## src/rtl/fetch_ctrl_pkg.sv

```systemverilog
// Shared types and defaults for the instruction fetch controller.
// Holds the state encoding, width defaults and the HALT opcode.
package fetch_pkg;

  localparam int unsigned PW_DEF = 8;
  localparam int unsigned IW_DEF = 9;
  localparam int unsigned CYC_W  = 16;

  localparam logic [8:0] HALT_DEF = 9'b0_111_11111;

  typedef enum logic [1:0] {
    IDLE,
    ARMED,
    RUN,
    DONE
  } fetch_state_t;

endpackage

```

## src/rtl/fetch_ctrl.sv

```systemverilog
// Core-side responder of the Start/Ack run handshake: fetches from the instruction ROM,
// issues to decode, and reports completion on HALT retire or cycle-budget exhaustion.
module fetch_ctrl
  import fetch_pkg::*;
#(
  parameter int unsigned    PW         = PW_DEF,
  parameter int unsigned    IW         = IW_DEF,
  parameter logic [PW-1:0]  START_PC   = '0,
  parameter logic [IW-1:0]  HALT_INSTR = IW'(HALT_DEF),
  parameter int unsigned    MAX_CYCLES = 4096
) (
  input  logic             Clk,
  input  logic             Reset,
  input  logic             Start,
  output logic [PW-1:0]    RomAddr,
  input  logic [IW-1:0]    RomData,
  input  logic             Stall,
  input  logic             BranchTaken,
  input  logic [PW-1:0]    BranchTarget,
  output logic [IW-1:0]    Instruction,
  output logic             InstrValid,
  output logic             Ack,
  output logic             Timeout,
  output logic [CYC_W-1:0] CycleCount
);

  localparam logic [CYC_W-1:0] BudgetLast = CYC_W'(MAX_CYCLES - 1);

  fetch_state_t     state_q, state_d;
  logic [PW-1:0]    pc_q, pc_d;
  logic [IW-1:0]    instr_q, instr_d;
  logic             valid_q, valid_d;
  logic             ack_q, ack_d;
  logic             timeout_q, timeout_d;
  logic [CYC_W-1:0] cyc_q, cyc_d;

  logic             halt_retire;
  logic             budget_out;
  logic [CYC_W-1:0] cyc_inc;

  assign halt_retire = valid_q && !Stall && (instr_q == HALT_INSTR);
  assign budget_out  = (cyc_q == BudgetLast);
  assign cyc_inc     = (cyc_q == '1) ? cyc_q : cyc_q + 1'b1;

  always_comb begin
    state_d   = state_q;
    pc_d      = pc_q;
    instr_d   = instr_q;
    valid_d   = valid_q;
    ack_d     = ack_q;
    timeout_d = timeout_q;
    cyc_d     = cyc_q;

    unique case (state_q)
      IDLE: begin
        if (Start) state_d = ARMED;
      end
      ARMED: begin
        if (!Start) begin
          state_d   = RUN;
          pc_d      = START_PC;
          cyc_d     = '0;
          timeout_d = 1'b0;
          valid_d   = 1'b0;
        end
      end
      RUN: begin
        // Cycles are counted even while stalled; only fetch/retire freeze.
        cyc_d = cyc_inc;
        if (halt_retire || budget_out) begin
          state_d   = DONE;
          ack_d     = 1'b1;
          timeout_d = !halt_retire;
          valid_d   = 1'b0;
        end else if (!Stall) begin
          if (valid_q && BranchTaken) begin
            // Squash the in-flight fetch; target is fetched next cycle.
            pc_d    = BranchTarget;
            valid_d = 1'b0;
          end else begin
            instr_d = RomData;
            valid_d = 1'b1;
            pc_d    = pc_q + 1'b1;
          end
        end
      end
      DONE: begin
        if (Start) begin
          state_d = ARMED;
          ack_d   = 1'b0;
        end
      end
      default: state_d = IDLE;
    endcase
  end

  always_ff @(posedge Clk) begin
    if (!Reset) begin
      state_q   <= IDLE;
      pc_q      <= START_PC;
      instr_q   <= '0;
      valid_q   <= 1'b0;
      ack_q     <= 1'b0;
      timeout_q <= 1'b0;
      cyc_q     <= '0;
    end else begin
      state_q   <= state_d;
      pc_q      <= pc_d;
      instr_q   <= instr_d;
      valid_q   <= valid_d;
      ack_q     <= ack_d;
      timeout_q <= timeout_d;
      cyc_q     <= cyc_d;
    end
  end

  assign RomAddr     = pc_q;
  assign Instruction = instr_q;
  assign InstrValid  = valid_q;
  assign Ack         = ack_q;
  assign Timeout     = timeout_q;
  assign CycleCount  = cyc_q;

endmodule
```

## config.mk

```make
export PLATFORM = sky130hd
export DESIGN_NAME = fetch_ctrl
export DESIGN_NICKNAME = d
export VERILOG_FILES = /design/src/rtl/fetch_ctrl_pkg.sv /design/src/rtl/fetch_ctrl.sv
export SDC_FILE = /design/constraint.sdc
export NUM_CORES = 1
export LEC_CHECK = 0
export CAP_MARGIN = 20
export CELL_PAD_IN_SITES_DETAIL_PLACEMENT = 1
export CELL_PAD_IN_SITES_GLOBAL_PLACEMENT = 2
export CORE_MARGIN = 3
export CORE_UTILIZATION = 27
export CTS_CLUSTER_DIAMETER = 80
export DETAILED_ROUTE_END_ITERATION = 10
export GPL_ROUTABILITY_DRIVEN = 0
export GPL_TIMING_DRIVEN = 0
export PLACE_DENSITY = 0.77
export SYNTH_ARGS = -nofsm -noshare
export SYNTH_HDL_FRONTEND = slang
export SYNTH_SLANG_ARGS = --single-unit
export TNS_END_PERCENT = 30
```

## constraint.sdc

```tcl
create_clock -name Clk -period 2.17 [get_ports Clk]
set_input_delay 0.3255 -clock Clk [delete_from_list [all_inputs] [get_ports Clk]]
set_output_delay 0.3255 -clock Clk [all_outputs]
set_load 0.05 [all_outputs]
```

Word level (Yosys, flattened, before mapping)
Index checks and enable logic that the tools add are counted.
{"block": "totals", "ff_bits": 38, "latchBits": 0, "ram_bits": 0, "mem_bits_ro": 0, "inputBits": 22, "out_inout_bits": 36, "n_memories": 0}
{"block": "op_classes", "n_addsub": 2, "n_mul": 0, "div": 0, "magnitude_cmp": 0, "eq_ne": 14, "n_shift": 0, "mux": 22, "bitwise": 3, "n_reduce_logical": 17}
{"operator": "$mux 16", "n": 2}
{"operator": "$mux 8", "n": 4}
{"operator": "$pmux 16 s2", "n": 1}
{"operator": "$add 16x1->16 const B", "n": 1}
{"operator": "$eq 16x12->1 const B", "n": 1}
{"operator": "$eq 16x16->1 const B", "n": 1}
{"operator": "$pmux 8 s2", "n": 1}
{"operator": "$reduce_and 3->1", "n": 5}
{"operator": "$ne 2x2->1 const B", "n": 6}
{"operator": "$eq 9x8->1 const B", "n": 1}
{"operator": "$add 8x1->8 const B", "n": 1}
{"operator": "$reduce_and 4->1", "n": 2}
{"operator": "$mux 1", "n": 7}
{"operator": "$mux 2", "n": 3}
{"operator": "$pmux 1 s2", "n": 3}
{"operator": "$pmux 2 s3", "n": 1}
{"operator": "$eq 2x2->1 const B", "n": 2}
{"operator": "$reduce_bool 2->1", "n": 2}
{"operator": "$logic_and 1x1->1", "n": 3}
{"operator": "$ne 3x3->1 const B", "n": 1}
{"operator": "$not 1->1", "n": 3}
{"operator": "$eq 2x1->1 const B", "n": 1}
{"operator": "$logic_not 1->1", "n": 2}
{"operator": "$logic_not 2->1", "n": 1}
{"operator": "other kinds (3)", "n": 3}

Logic depth before layout (Yosys ltp)
{"block": "logic_depth", "ltp_word": 6, "depth_mapped": 8, "depth_no_buf": 7}

Worst setup path before layout
Ideal clock, no wire load.
{"block": "synth_timing", "kind": "reg-to-reg", "from": "register cyc_q[0], in the netlist CycleCount[0]", "to": "register pc_q[6], in the netlist RomAddr[6]", "setup_time_ps": 116, "arrival_time_ps": 2154, "t_required_ps": 2054, "path_slack_ps": -100, "path_stages_with_launch": 8, "path_buffers": 1, "synth_period_minus_slack_ps": 2270, "cell_sequence": "dfxtp_1 ha_1 nand4_2 and4bb_4 o21ai_2 and2_1 buf_2 a41o_1"}
{"block": "synth_between", "elab_chain_cells": 4}
{"item": "start: declaration", "line_no": "fetch_ctrl.sv:35", "source": "logic [CYC_W-1:0] cyc_q, cyc_d;"}
{"item": "start signal: assignment", "line_no": "fetch_ctrl.sv:113", "source": "cyc_q <= cyc_d;"}
{"item": "$eq 16x12->1", "line_no": "fetch_ctrl.sv:42", "source": "assign budget_out = (cyc_q == BudgetLast);"}
{"item": "$logic_or 1x1->1", "line_no": "fetch_ctrl.sv:70", "source": "if (halt_retire || budget_out) begin"}
{"item": "$ne 2x2->1 (no line)"}
{"item": "$reduce_and 4->1 (no line)"}
{"item": "end signal: assignment", "line_no": "fetch_ctrl.sv:108", "source": "pc_q <= pc_d;"}
{"item": "end: declaration", "line_no": "fetch_ctrl.sv:30", "source": "logic [PW-1:0] pc_q, pc_d;"}
Every way passes these cells.
A chain may end at the register's enable or synchronous reset.

Worst setup path after layout
{"block": "layout_timing", "from": "input Stall", "to": "register pc_q[6], in the netlist RomAddr[6]"}
{"block": "layout_between", "elab_chain_cells": 6}
{"item": "start: declaration", "line_no": "fetch_ctrl.sv:17", "source": "input logic Stall,"}
{"item": "$logic_not 1->1"}
{"item": "$logic_and 1x1->1 (2 in a row)", "line_no": "fetch_ctrl.sv:41", "source": "assign halt_retire = valid_q && !Stall && (instr_q == HALT_INSTR);"}
{"item": "$logic_or 1x1->1", "line_no": "fetch_ctrl.sv:70"}
{"item": "$ne 2x2->1 (no line)"}
{"item": "$reduce_and 4->1 (no line) *"}
Mark *: on every way between the ends. The rest lies on a longest branch, timed or not.

==> results.md <==
- The flow ran to the end, and the final reports show no timing, DRC or antenna violations.
- The async set-reset flop share out of synthesis is 0.
- In this run the critical register-to-register path is captured at RomAddr[6].
- The mapped netlist covers 0.00200 mm2.
- In this run the clock root is driven by a sky130_fd_sc_hd__clkbuf_8.
- The later pin in the worst-skew pair is clocked with a latency of about 290 ps.
- The average size of a mapped cell is 8.79 um2.
- The standby leakage power is 1.03 nW.
- The leading cell type in the layout, fill and taps excluded is sky130_fd_sc_hd__clkdlybuf4s50_1.
- The reg-to-reg setup timing slack is 150 ps.
- The unique cell type count in the Yosys netlist is 49.
- For the pin with the worst max-slew slack, the measured transition is 579 ps.
- The post-detailed-route count of antenna-violating nets is 0.
- The die is about 92 um tall.
- The final cycle utilization of the critical path is 0.932.
- The final critical-path required period is 2020 ps.
- The routed design has a little under 6 mm of wire.
- Hold timing on the final database bottoms out at a slack of 528 ps.
- The worst slack at placement is -248 ps.
- The data arrival time at the worst-slack endpoint is 2210 ps.
- The number of global-route vias before repair is just under 2,000.
- Setup repair after global routing left no endpoint under its margin.
- The number of antenna violations at the first check in global routing came to 0.
- Overall power consumption after layout is estimated at approximately 2.1 mW.
- The average wire per standard cell is about 15 um.
- The beginning of the worst hold path is CycleCount[8].
- The number of buffers inserted by port buffering is 57.
- The total of max-cap violations is 0.
- The maximum number of pins on one net before global-route repair is 12.
- Among all stages on the critical path, the largest delay is contributed by sky130_fd_sc_hd__clkdlybuf4s50_1.
- The flop and latch count out of synthesis is 38.
- The clock tree from TritonCTS is done.
- The die area is 0.00849 mm2.
- The DRC violation total after the first TritonRoute iteration is 33.
- The overall global routing resource usage is 0.145.
- Power spread over the standard cell area amounts to 746 mW/mm2.
- The ratio of routed vias to standard cells is 4.94.
- Counting buffers and inverters, the worst setup path is 7 cells deep.
- Yosys printed 0 warnings.
- The timing-limited maximum frequency is 495 MHz.
- The final setup skew is 9.01 ps.
- The largest area contributor in the synthesized netlist is sky130_fd_sc_hd__dfxtp_1.
- 58 I/O pins were placed.
- The area added between synthesis and finish is 40.0%.
- The number of hold-slack violations in the final timing report is 0.
- The final non-filler cell area is 0.00280 mm2.
- The core region area is 0.00698 mm2.
- The number of nets in the synthesized netlist is 256.
- STA classifies the critical path startpoint as a primary input.
- The net count of the finished layout is 320.
- The slack of the critical path is 148 ps.
- In this run the core area contains 30 standard-cell rows.
- The critical path's largest stage delay is about 460 ps.
- Of the post-synthesis cell area, the dominant cell type holds 0.380.
- The H-tree level count is 2.
- The signal on the critical path passes through clkdlybuf4s50_1 > nand4b_1 > nor3_1 > o21ai_2 > and2_1 > buf_2 > a41o_1.
- The critical path is of the primary input to register type.
- The beginning of the critical path is Stall.
- The kind of end point of the critical path is a register.
- The tightest min-delay check is of the register to register type.
- The total number of vias is ~1,900.
- Summing all placed instances gives a cell area of around 0.0027 mm2.
- 0 antenna diodes ended up in the layout.
- The clock transition at the registers of the reported paths is 80 ps.
- After legalization and detailed placement, the total HPWL measured 4.45 mm.
- The setup TNS is 0 ps.
- Among all flip-flop cells after synthesis, the most frequent one is sky130_fd_sc_hd__dfxtp_1.
- Of all nets on the critical path, the largest fanout is 7.
- Setup violations remaining at the end of the flow were counted as 0.
- The worst reg2reg path startpoint is CycleCount[1].
- The gate count of the mapped netlist is ~230.
- The post-route DRC violation count is 0.
- In the post-synthesis netlist, the biggest area contributors are sky130_fd_sc_hd__dfxtp_1, sky130_fd_sc_hd__nor2_1, sky130_fd_sc_hd__mux2i_1.
- For this run the aggregate overflow at the end of global routing stands at 0.
- The die is around 90 um wide.
- The proportion of layout cells with a drive suffix above 1 is 0.106.
- The initial utilization of the core area, before any placement, comes to 0.287.
- The max-slew violation count is 0.
- Among cell families on the critical path, the largest total delay comes from simple AND/OR/NAND/NOR gates.
- The relative slew slack is 0.614.
- Of the synthesized area, sequential elements account for 0.380.
- The number of buffers created by CTS is 5.
- For the worst flop-to-flop path, the logic depth is 7.
- The number of enable-type register cells in the synthesized netlist is 0.
- The buffer and inverter count on the worst path is 2.
- The first detailed-routing pass ran for 4 iterations.
- The first global-routing pass estimated 9.83 mm of wire.
- The critical path ends at RomAddr[6].
- Data on the critical path is required at its endpoint by 2360 ps.
- In the layout the commonest cells are sky130_fd_sc_hd__clkdlybuf4s50_1, sky130_fd_sc_hd__dfxtp_1, sky130_fd_sc_hd__nor2_1.
- The longest clock path from root to sink contains 2 buffers.
- The number of clock sinks is 38.
- The number of buffers inserted for hold repair after clock tree synthesis is 0.
- The worst-case IR drop observed on VDD is 245 uV.
[cell type report]
| class | instances | area (um2) |
|---|---|---|
| fill | 852 | 4180 |
| multi-input combinational | 175 | 1200 |
| sequential | 38 | 766 |
| timing repair buffer | 57 | 571 |
| tap | 96 | 120 |
| clock buffer | 5 | 68.8 |
| buffer | 9 | 50.0 |
| inverter | 6 | 22.5 |
| clock inverter | 2 | 10.0 |
[worst min-delay path, stage by stage (launching register included)]
cell and delay [ps]:
sky130_fd_sc_hd__dfxtp_1 340, sky130_fd_sc_hd__o21ai_0 80, sky130_fd_sc_hd__a21oi_1 60
[cells by family after synthesis]
family	count (synthesis)	share of synthesized area
adders and majority gates	6	0.0375
DFF	38	0.380
muxes	12	0.0600
xor gates and xnor gates	16	0.0700
buffers and inverters	15	0.0337
and+or+nand+nor	100	0.276
AOI/OAI and AO/OA	41	0.143
[per-layer routing]
metal	wire length (um)	share of wire	GRT usage	vias up
li1	-	-	-	959
met4	87	0.015	0.0483	0
met3	204	0.035	0.0328	8
met5	0	0	0	-
met2	2540	0.44	0.220	37
met1	2940	0.51	0.201	913
[sequential cells by signal (all words and copies together) (netlist names)]
| signal | count |
|---|---|
| CycleCount | 16 |
| RomAddr | 8 |
| state_q | 2 |
| Instruction | 9 |
| Ack | 1 |
| Timeout | 1 |
| InstrValid | 1 |
[where the power goes]
| group | switching, mW | leakage (nW) | internal, mW |
|---|---|---|---|
| Clock | 0.246 | 0.0438 | 0.216 |
| Combinational | 0.522 | 0.676 | 0.295 |
| Sequential | 0.0599 | 0.309 | 0.752 |
[cells in the mapped netlist (all sizes together) (2+ instances only)]
cell and instances:
a211oi 5, a21oi 7, a31oi 3, and2 5, and3 2, and4 3, and4bb 2, buf 4
clkbuf 5, dfxtp 38, ha 6, inv 6, mux2i 12, nand2 19, nand3 8, nand4 9
nand4b 2, nor2 33, nor3 4, nor4 3, nor4b 3, o21a 3, o21ai 10, o32ai 2
or3 2, or4 2, xnor2 11, xor2 5
[stage by stage]
step,cells,util
after floorplan,228,-
after global placement,381,0.386
after detailed placement,381,0.386
after CTS,388,0.399
after global routing,388,0.402
final,388,0.402
[how the worst min path moves through the flow]
| stage | end | slack (ps) | cells after the start |
|---|---|---|---|
| floorplan | Instruction[0] | 470 | 2 |
| global placement | CycleCount[8] | 510 | 2 |
| detailed placement | CycleCount[8] | 520 | 2 |
| CTS | CycleCount[8] | 530 | 2 |
| global route | CycleCount[1] | 570 | 2 |
| finish | CycleCount[8] | 530 | 2 |
[timing repair]
action | CTS | global route
cloned | 0 | 0
endpoints found under the setup margin | 12 | 24
pin swaps | 0 | 1
buffers inserted | 0 | 0
gates resized for setup | 3 | 8
(Power assumes the default switching activity.)
